[src/rtl/cone_replay_pkg.sv]
// Shared types and default constants for the cone replay driver.
package cone_replay_pkg;

  localparam int          DEF_CNT_W = 16;
  localparam logic [22:0] DEF_TAPS  = 23'h420000;  // x^23 + x^18 + 1
  localparam logic [15:0] DEF_POLY  = 16'h1021;    // x^16 + x^12 + x^5 + 1

  typedef enum logic [2:0] {
    ST_IDLE,
    ST_LOAD,
    ST_APPLY,
    ST_CAPTURE,
    ST_DONE
  } state_t;

endpackage

[src/rtl/cone_misr.sv]
// Single-bit-input MISR that compacts the captured cone outputs.
module cone_misr
  import cone_replay_pkg::*;
#(
  parameter int                MISR_W = 16,
  parameter logic [MISR_W-1:0] POLY   = DEF_POLY
) (
  input  logic              CK,
  input  logic              RST,
  input  logic              clear,
  input  logic              enable,
  input  logic              data,
  output logic [MISR_W-1:0] signature
);

  // Clear at run start, otherwise shift-and-reduce one captured bit per enable.
  always_ff @(posedge CK or posedge RST) begin
    if (RST) begin
      signature <= '0;
    end else if (clear) begin
      signature <= '0;
    end else if (enable) begin
      signature <= {signature[MISR_W-2:0], 1'b0}
                 ^ (signature[MISR_W-1] ? POLY : '0)
                 ^ {{(MISR_W-1){1'b0}}, data};
    end
  end

endmodule

[src/rtl/cone_replay_driver.sv]
// Drives LFSR vectors into an extracted combinational cone, recirculates the
// captured output through a state flop and compacts it into a MISR signature.
module cone_replay_driver
  import cone_replay_pkg::*;
#(
  parameter int                N_IN   = 23,
  parameter int                FB_IDX = 1,
  parameter logic [N_IN-1:0]   TAPS   = DEF_TAPS,
  parameter int                MISR_W = 16,
  parameter logic [MISR_W-1:0] POLY   = DEF_POLY,
  parameter int                CNT_W  = DEF_CNT_W
) (
  input  logic              CK,
  input  logic              RST,
  input  logic              start,
  input  logic [CNT_W-1:0]  vec_count,
  input  logic [N_IN-1:0]   seed,
  output logic [N_IN-1:0]   cone_in,
  input  logic              cone_out,
  output logic              busy,
  output logic              done,
  output logic              state_q,
  output logic [MISR_W-1:0] signature
);

  localparam logic [CNT_W-1:0] CNT_ONE  = {{(CNT_W-1){1'b0}}, 1'b1};
  localparam logic [N_IN-1:0]  LFSR_ONE = {{(N_IN-1){1'b0}}, 1'b1};

  state_t            state, state_d;
  logic [N_IN-1:0]   lfsr;
  logic [CNT_W-1:0]  cnt;
  logic              load_en;
  logic              cap_en;

  // FSM state register.
  always_ff @(posedge CK or posedge RST) begin
    if (RST) state <= ST_IDLE;
    else     state <= state_d;
  end

  // Next-state and per-state control strobes.
  always_comb begin
    state_d = state;
    busy    = 1'b1;
    done    = 1'b0;
    load_en = 1'b0;
    cap_en  = 1'b0;
    case (state)
      ST_IDLE: begin
        busy = 1'b0;
        if (start) begin
          load_en = 1'b1;
          state_d = ST_LOAD;
        end
      end
      ST_LOAD:    state_d = (cnt == '0) ? ST_DONE : ST_APPLY;
      ST_APPLY:   state_d = ST_CAPTURE;
      ST_CAPTURE: begin
        cap_en  = 1'b1;
        state_d = (cnt == CNT_ONE) ? ST_DONE : ST_APPLY;
      end
      ST_DONE: begin
        done    = 1'b1;
        state_d = ST_IDLE;
      end
      default: state_d = ST_IDLE;
    endcase
  end

  // Vector generator, remaining-vector counter and recirculated state flop.
  // A zero seed would lock the LFSR at zero, so it is replaced by 1.
  always_ff @(posedge CK or posedge RST) begin
    if (RST) begin
      lfsr    <= '0;
      cnt     <= '0;
      state_q <= 1'b0;
    end else if (load_en) begin
      lfsr    <= (seed == '0) ? LFSR_ONE : seed;
      cnt     <= vec_count;
      state_q <= 1'b0;
    end else if (cap_en) begin
      lfsr    <= {lfsr[N_IN-2:0], ^(lfsr & TAPS)};
      cnt     <= cnt - CNT_ONE;
      state_q <= cone_out;
    end
  end

  // The cone sees the LFSR except on the input the extraction cut from its flop.
  always_comb begin
    cone_in         = lfsr;
    cone_in[FB_IDX] = state_q;
  end

  cone_misr #(
    .MISR_W (MISR_W),
    .POLY   (POLY)
  ) u_misr (
    .CK        (CK),
    .RST       (RST),
    .clear     (load_en),
    .enable    (cap_en),
    .data      (cone_out),
    .signature (signature)
  );

endmodule

[config.mk]
export PLATFORM = sky130hd
export DESIGN_NAME = cone_replay_driver
export DESIGN_NICKNAME = d
export VERILOG_FILES = /design/src/rtl/cone_replay_pkg.sv /design/src/rtl/cone_misr.sv /design/src/rtl/cone_replay_driver.sv
export SDC_FILE = /design/constraint.sdc
export NUM_CORES = 1
export LEC_CHECK = 0
export ABC_AREA = 1
export ABC_CLOCK_PERIOD_IN_PS = 1500
export BUFFER_PORTS_ARGS = -buffer_cell sky130_fd_sc_hd__buf_4
export CAP_MARGIN = 20
export CORE_MARGIN = 2
export CORE_UTILIZATION = 48
export DETAILED_ROUTE_END_ITERATION = 10
export GPL_ROUTABILITY_DRIVEN = 0
export PLACE_DENSITY = 0.77
export SLEW_MARGIN = 30
export SYNTH_ARGS = -nofsm -noshare
export SYNTH_HDL_FRONTEND = slang
export SYNTH_HIERARCHICAL = 1
export SYNTH_SLANG_ARGS = --single-unit
[constraint.sdc]
create_clock -name CK -period 1.5 [get_ports CK]
set_input_delay 0.3 -clock CK [delete_from_list [all_inputs] [get_ports CK]]
set_output_delay 0.3 -clock CK [all_outputs]
set_load 0.02 [all_outputs]
Word-level counts from Yosys, hierarchy flattened
Index checks and enable logic that the tools add are counted.
Word-level totals
  bits in registers: 59
  latch bits: 0
  bits in writable memories: 0
  bits in read-only memories: 0
  input port bits: 43
  output and inout bits: 42
  memories: 0
Cells by class
  add/sub/neg operators: 1
  multipliers: 0
  div/mod/pow operators: 0
  magnitude comparators: 0
  equality and inequality tests: 6
  shifts and indexed selects: 0
  multiplexer cells: 19
  bitwise logic cells: 2
  reduce and logical (&&, ||, !) cells: 5
Operator list (count)
  23-bit two-way mux: 3
  16-bit two-way mux: 4
  23-bit logical NOT: 1
  23-bit parity: 1
  16-bit by 1-bit == test with 1-bit output, second input constant: 1
  16-bit logical NOT: 1
  16-bit by 1-bit subtractor with 16-bit output, second input constant: 1
  16-bit by 1-bit bitwise XOR with 16-bit output: 1
  16-bit bitwise XOR: 1
  13-bit two-way mux: 1
  3-bit case mux with 4 select lines: 1
  3-bit two-way mux: 3
  1-bit two-way mux: 7
  3-bit by 2-bit == test with 1-bit output, second input constant: 2
  3-bit by 1-bit == test with 1-bit output, second input constant: 1
  3-bit == test, second input constant: 1
  3-bit logical NOT: 1
  2-bit inequality test, second input constant: 1
  2-bit nonzero test: 1

Longest topological paths before layout
  depth after elaboration: 5
  depth in mapped cells: 10

Cells and area by module
The synthesis kept the hierarchy.
Modules (own cells, without submodules)
  cone_replay_driver: instances 1, cells each 355, area an instance 2640.0 sq um
  cone_misr: instances 1, cells each 76, area an instance 671.9 sq um

Worst setup path after synthesis
No wires, ideal clock.
  path kind: reg-to-reg
  from: register state[0]
  to: register u_misr.signature[7]
  library setup time: 0.128 ns
  arrival: 1.423 ns
  slack: -0.051 ns
  cell stages (with the launch flop): 10
  period minus slack after synthesis: 1.551 ns
  path through: dfrtp_1 > nor2_4 > nand3_4 > inv_2 > buf_6 > buf_2 > nor2_2 > clkbuf_8 > nand2_1 > o21ai_0
Between the ends
  longest elaborated chain between the ends: 3
  elaborated cells on any way between the ends: 6
  classes of those cells: eq/ne: 1; mux: 3; reduce/logical: 2
Ends and longest elaborated chain
  from (decl): RTL line cone_replay_driver.sv:29  | state_t state, state_d;
  from (signal assigned): RTL line cone_replay_driver.sv:38  | else state <= state_d;
  3-bit logical NOT *: RTL line cone_replay_driver.sv:48  | case (state)
  1-bit two-way mux *: RTL line cone_replay_driver.sv:48
  named net load_en: RTL line cone_replay_driver.sv:32  | logic load_en;
  16-bit two-way mux / 2-bit nonzero test (equally long branches)
  to (signal assigned): RTL line cone_misr.sv:23  | signature <= {signature[MISR_W-2:0], 1'b0}
  to (decl): RTL line cone_misr.sv:13  | output logic [MISR_W-1:0] signature
The timed path passes the listed nets; every way through them passes the cells marked *.
A chain may end at the register's enable or synchronous reset.

Worst setup path in the final report
  from: register state[2]
  to: register state_q
Between the ends
  longest elaborated chain between the ends: 3
  elaborated cells on any way between the ends: 6
  classes of those cells: eq/ne: 1; mux: 3; reduce/logical: 2
Ends and longest elaborated chain
  3-bit by 2-bit == test with 1-bit output / 3-bit logical NOT (equally long branches): RTL line cone_replay_driver.sv:48
  1-bit two-way mux: RTL line cone_replay_driver.sv:48
  2-bit nonzero test (no line) / 1-bit two-way mux (equally long branches)
  to (signal assigned): RTL line cone_replay_driver.sv:84  | state_q <= cone_out;
  to (decl): RTL line cone_replay_driver.sv:22  | output logic state_q,
Several ways; a longest one is shown, not always the timed one.

==> results.sh <==
export IMPL_status="completed"
export IMPL_num_vias=3161
export IMPL_fmax_ghz=0.6720
export IMPL_tightest_slew_ns=0.6228
export IMPL_layout_min_cycle_time_ns=1.488
export IMPL_rsz0062_at_grt="true"
export IMPL_rr_startpoint="state[2]"
export IMPL_port_buffers=84
export IMPL_startpoint="state[2]"
export IMPL_r2r_worst_path_cells=5
export IMPL_die_h_um=87.07
export IMPL_final_max_slew_violation_count=0
export IMPL_power_total_w=0.009729
export IMPL_ys_seq_area_frac=0.4458
export IMPL_cts_root_buf="clkbuf_8"
export IMPL_cts_clk_slew_worst_paths_ns=0.08
export IMPL_die_w_um=87.07
export IMPL_cts_tree="yes"
export IMPL_cp_data_arrival_time_ns=1.73
export IMPL_async_reset_ff_frac=1.000
export IMPL_first_global_vias=3053
export IMPL_drive_gt1_frac=0.2865
export IMPL_worstSetupPathType="flip-flop to flip-flop"
export IMPL_final_period_utilization=0.9921
export IMPL_synth_area_leaders="dfrtp_1 45%, nand2_1 11%, inv_1 6.6%, nand3_1 5.7%, buf_4 5.4%"
export IMPL_synth_edf_count=0
export IMPL_first_pass_iters=5
export IMPL_cp_cell_sequence="nor2_4, nand3_4, nand2_8, clkinvlp_4, a22o_1"
export IMPL_nets=553
export IMPL_crit_fanout=8
export IMPL_pre_cts_ws_ns=-0.06554
export IMPL_ys_ff_latch=59
export IMPL_vias_per_cell=5.331
export IMPL_grt_usage=0.2300
export IMPL_fin_tns_setup_ns=0
export IMPL_critPathMaxStageDelay_ns=0.43
export IMPL_syn_area_um2=3312
export IMPL_endpoint="state_q"
export IMPL_grt_start_max_net_pins=44
export IMPL_diodes=0
export IMPL_skew_ns=0.009751
export IMPL_synth_nets=476
export IMPL_end_kind="flip-flop"
export IMPL_ys_flop_type="dfrtp_1"
export IMPL_area_delta_synth_final_pct=30.56
export IMPL_maxCapViolCount=0
export IMPL_drc_errors=0
export IMPL_final_core_utilization=0.6436
export IMPL_clk_path_buf_depth=2
export IMPL_synth_most_common_cell="nand2_1"
export IMPL_yosysWarningCount=6
export IMPL_synth_top_area_share=0.4458
export IMPL_finalSetupViolCount=0
export IMPL_timing_rr_end="state_q"
export IMPL_cts_sinks=59
export IMPL_drt_wl_total_mm=8.509
export IMPL_leakage_nw=2.183
export IMPL_irDropWorstVdd_mv=1.337
export IMPL_grt_ovfl_total=0
export IMPL_hold_buffers=0
export IMPL_power_density_nw_per_um2=2250
export IMPL_hold_viol=0
export IMPL_startpoint_type="flip-flop"
export IMPL_nFillCells=575
export IMPL_grt_antenna_before_repair=0
export IMPL_worstPathRequired_ns=1.74
export IMPL_core_um2=6719
export IMPL_clk_latency_ns=0.35
export IMPL_synthCells=431
export IMPL_wire_per_inst_um=14.35
export IMPL_cts_buffers=9
export IMPL_crit_path_top_delay_cell="dfrtp_1"
export IMPL_grt_pass1_wl_mm=13.61
export IMPL_die_area_um2=7580
export IMPL_synth_top_area_cell="dfrtp_1"
export IMPL_initial_core_util=0.4929
export IMPL_max_slew_margin_rel=0.5843
export IMPL_dp_hpwl_mm=5.950
export IMPL_synth_cell_types=31
export IMPL_min_path_type="input port to asynchronous set/reset pin"
export IMPL_drt_iter0_drc=239
export IMPL_synth_common_cells="100 x nand2_1, 59 x dfrtp_1, 58 x inv_1, 38 x nand3_1, 35 x nor2_1"
export IMPL_reg2reg_slack_ns=0.01
export IMPL_cts_max_level=3
export IMPL_ant_nets=0
export IMPL_ios=85
export IMPL_avgSynthCellArea_um2=7.684
export IMPL_setup_ws_ns=0.01191
export IMPL_num_rows=30
how the worst min path moves through the flow:
stage / from / end
3_5_place_dp: RST / state[1]
6_report: RST / cnt[1]
4_1_cts: RST / state_q
3_3_place_gp: RST / state_q
2_1_floorplan: RST / u_misr/signature[0]
5_1_grt: RST / state_q
flip-flops by register name (all words and copies together) (netlist names):
signal / cells
state: 3
lfsr: 23
u_misr/signature: 16
cnt: 16
state_q: 1
where the power goes:
part,internal (W),total (W),switching [W],leakage [nW]
Clock,0.00111,0.00180,0.000691,0.120
Sequential,0.00228,0.00293,0.000647,0.712
Combinational,0.00209,0.00500,0.00291,1.35
Total,0.00548,0.00973,0.00424,2.18
cells by family after synthesis:
kind of cell	after synthesis	synth area share
compound gates	75	0.1292
xor+xnor	2	0.005290
fa+ha+maj	2	0.007555
buf+inv	99	0.1526
flops	59	0.4458
simple gates	194	0.2595
per-stage QoR:
step	instance area [um2]	cells	hold WS [ns]
global route	4324	593	0.04138
floorplan	3314	431	0.2137
detailed placement	3938	572	0.4044
finish	4324	593	0.01522
CTS	4193	588	0.03185
global placement	3938	572	0.3993
metal layers:
| metal | wire length (um) | global-route usage | vias up |
|---|---|---|---|
| li1 | - | - | 1525 |
| met1 | 3566 | 0.2811 | 1487 |
| met2 | 4205 | 0.3872 | 137 |
| met3 | 631 | 0.06635 | 12 |
| met4 | 106 | 0.08097 | 0 |
| met5 | 0 | 0 | - |
cell type report:
cell class                      count  area (um2)  area share
Inverter                           62       246.5     0.05700
Sequential cell                    59        1479      0.3420
Timing Repair Buffer              103       857.1      0.1982
Multi-Input combinational cell    273        1394      0.3223
Clock inverter                      7       123.9     0.02865
Clock buffer                        9       123.9     0.02865
Tap cell                           80       100.1     0.02315
cells in the final DEF (no fill, tap or decap), drive strengths merged:
cell type  instances
a21oi             21
a22o               1
buf              102
bufinv             3
clkbuf            10
clkinv             2
clkinvlp           2
dfrtp             59
ha                 2
inv               62
nand2            101
nand3             40
nand3b             1
nand4              7
nor2              41
nor3               3
o211ai             5
o21ai             24
o21bai             3
o221ai             1
o22ai             20
or2                1
xnor2              1
xor2               1
worst max-delay path: cells and delay by family, from the launching register on:
family,cells,cell delay [ns]
AO/OA/AOI/OAI,1,0.25
buffers and inverters,1,0.22
flip-flops,1,0.43
AND/OR/NAND/NOR,3,0.47
timing repair:
action,CTS,global route
gates resized for setup,2,25
endpoints found under the setup margin,7,25
pin swaps,0,5
buffers inserted,0,4
gates cloned,0,1
No activity file was read; power rests on OpenSTA's default activity.
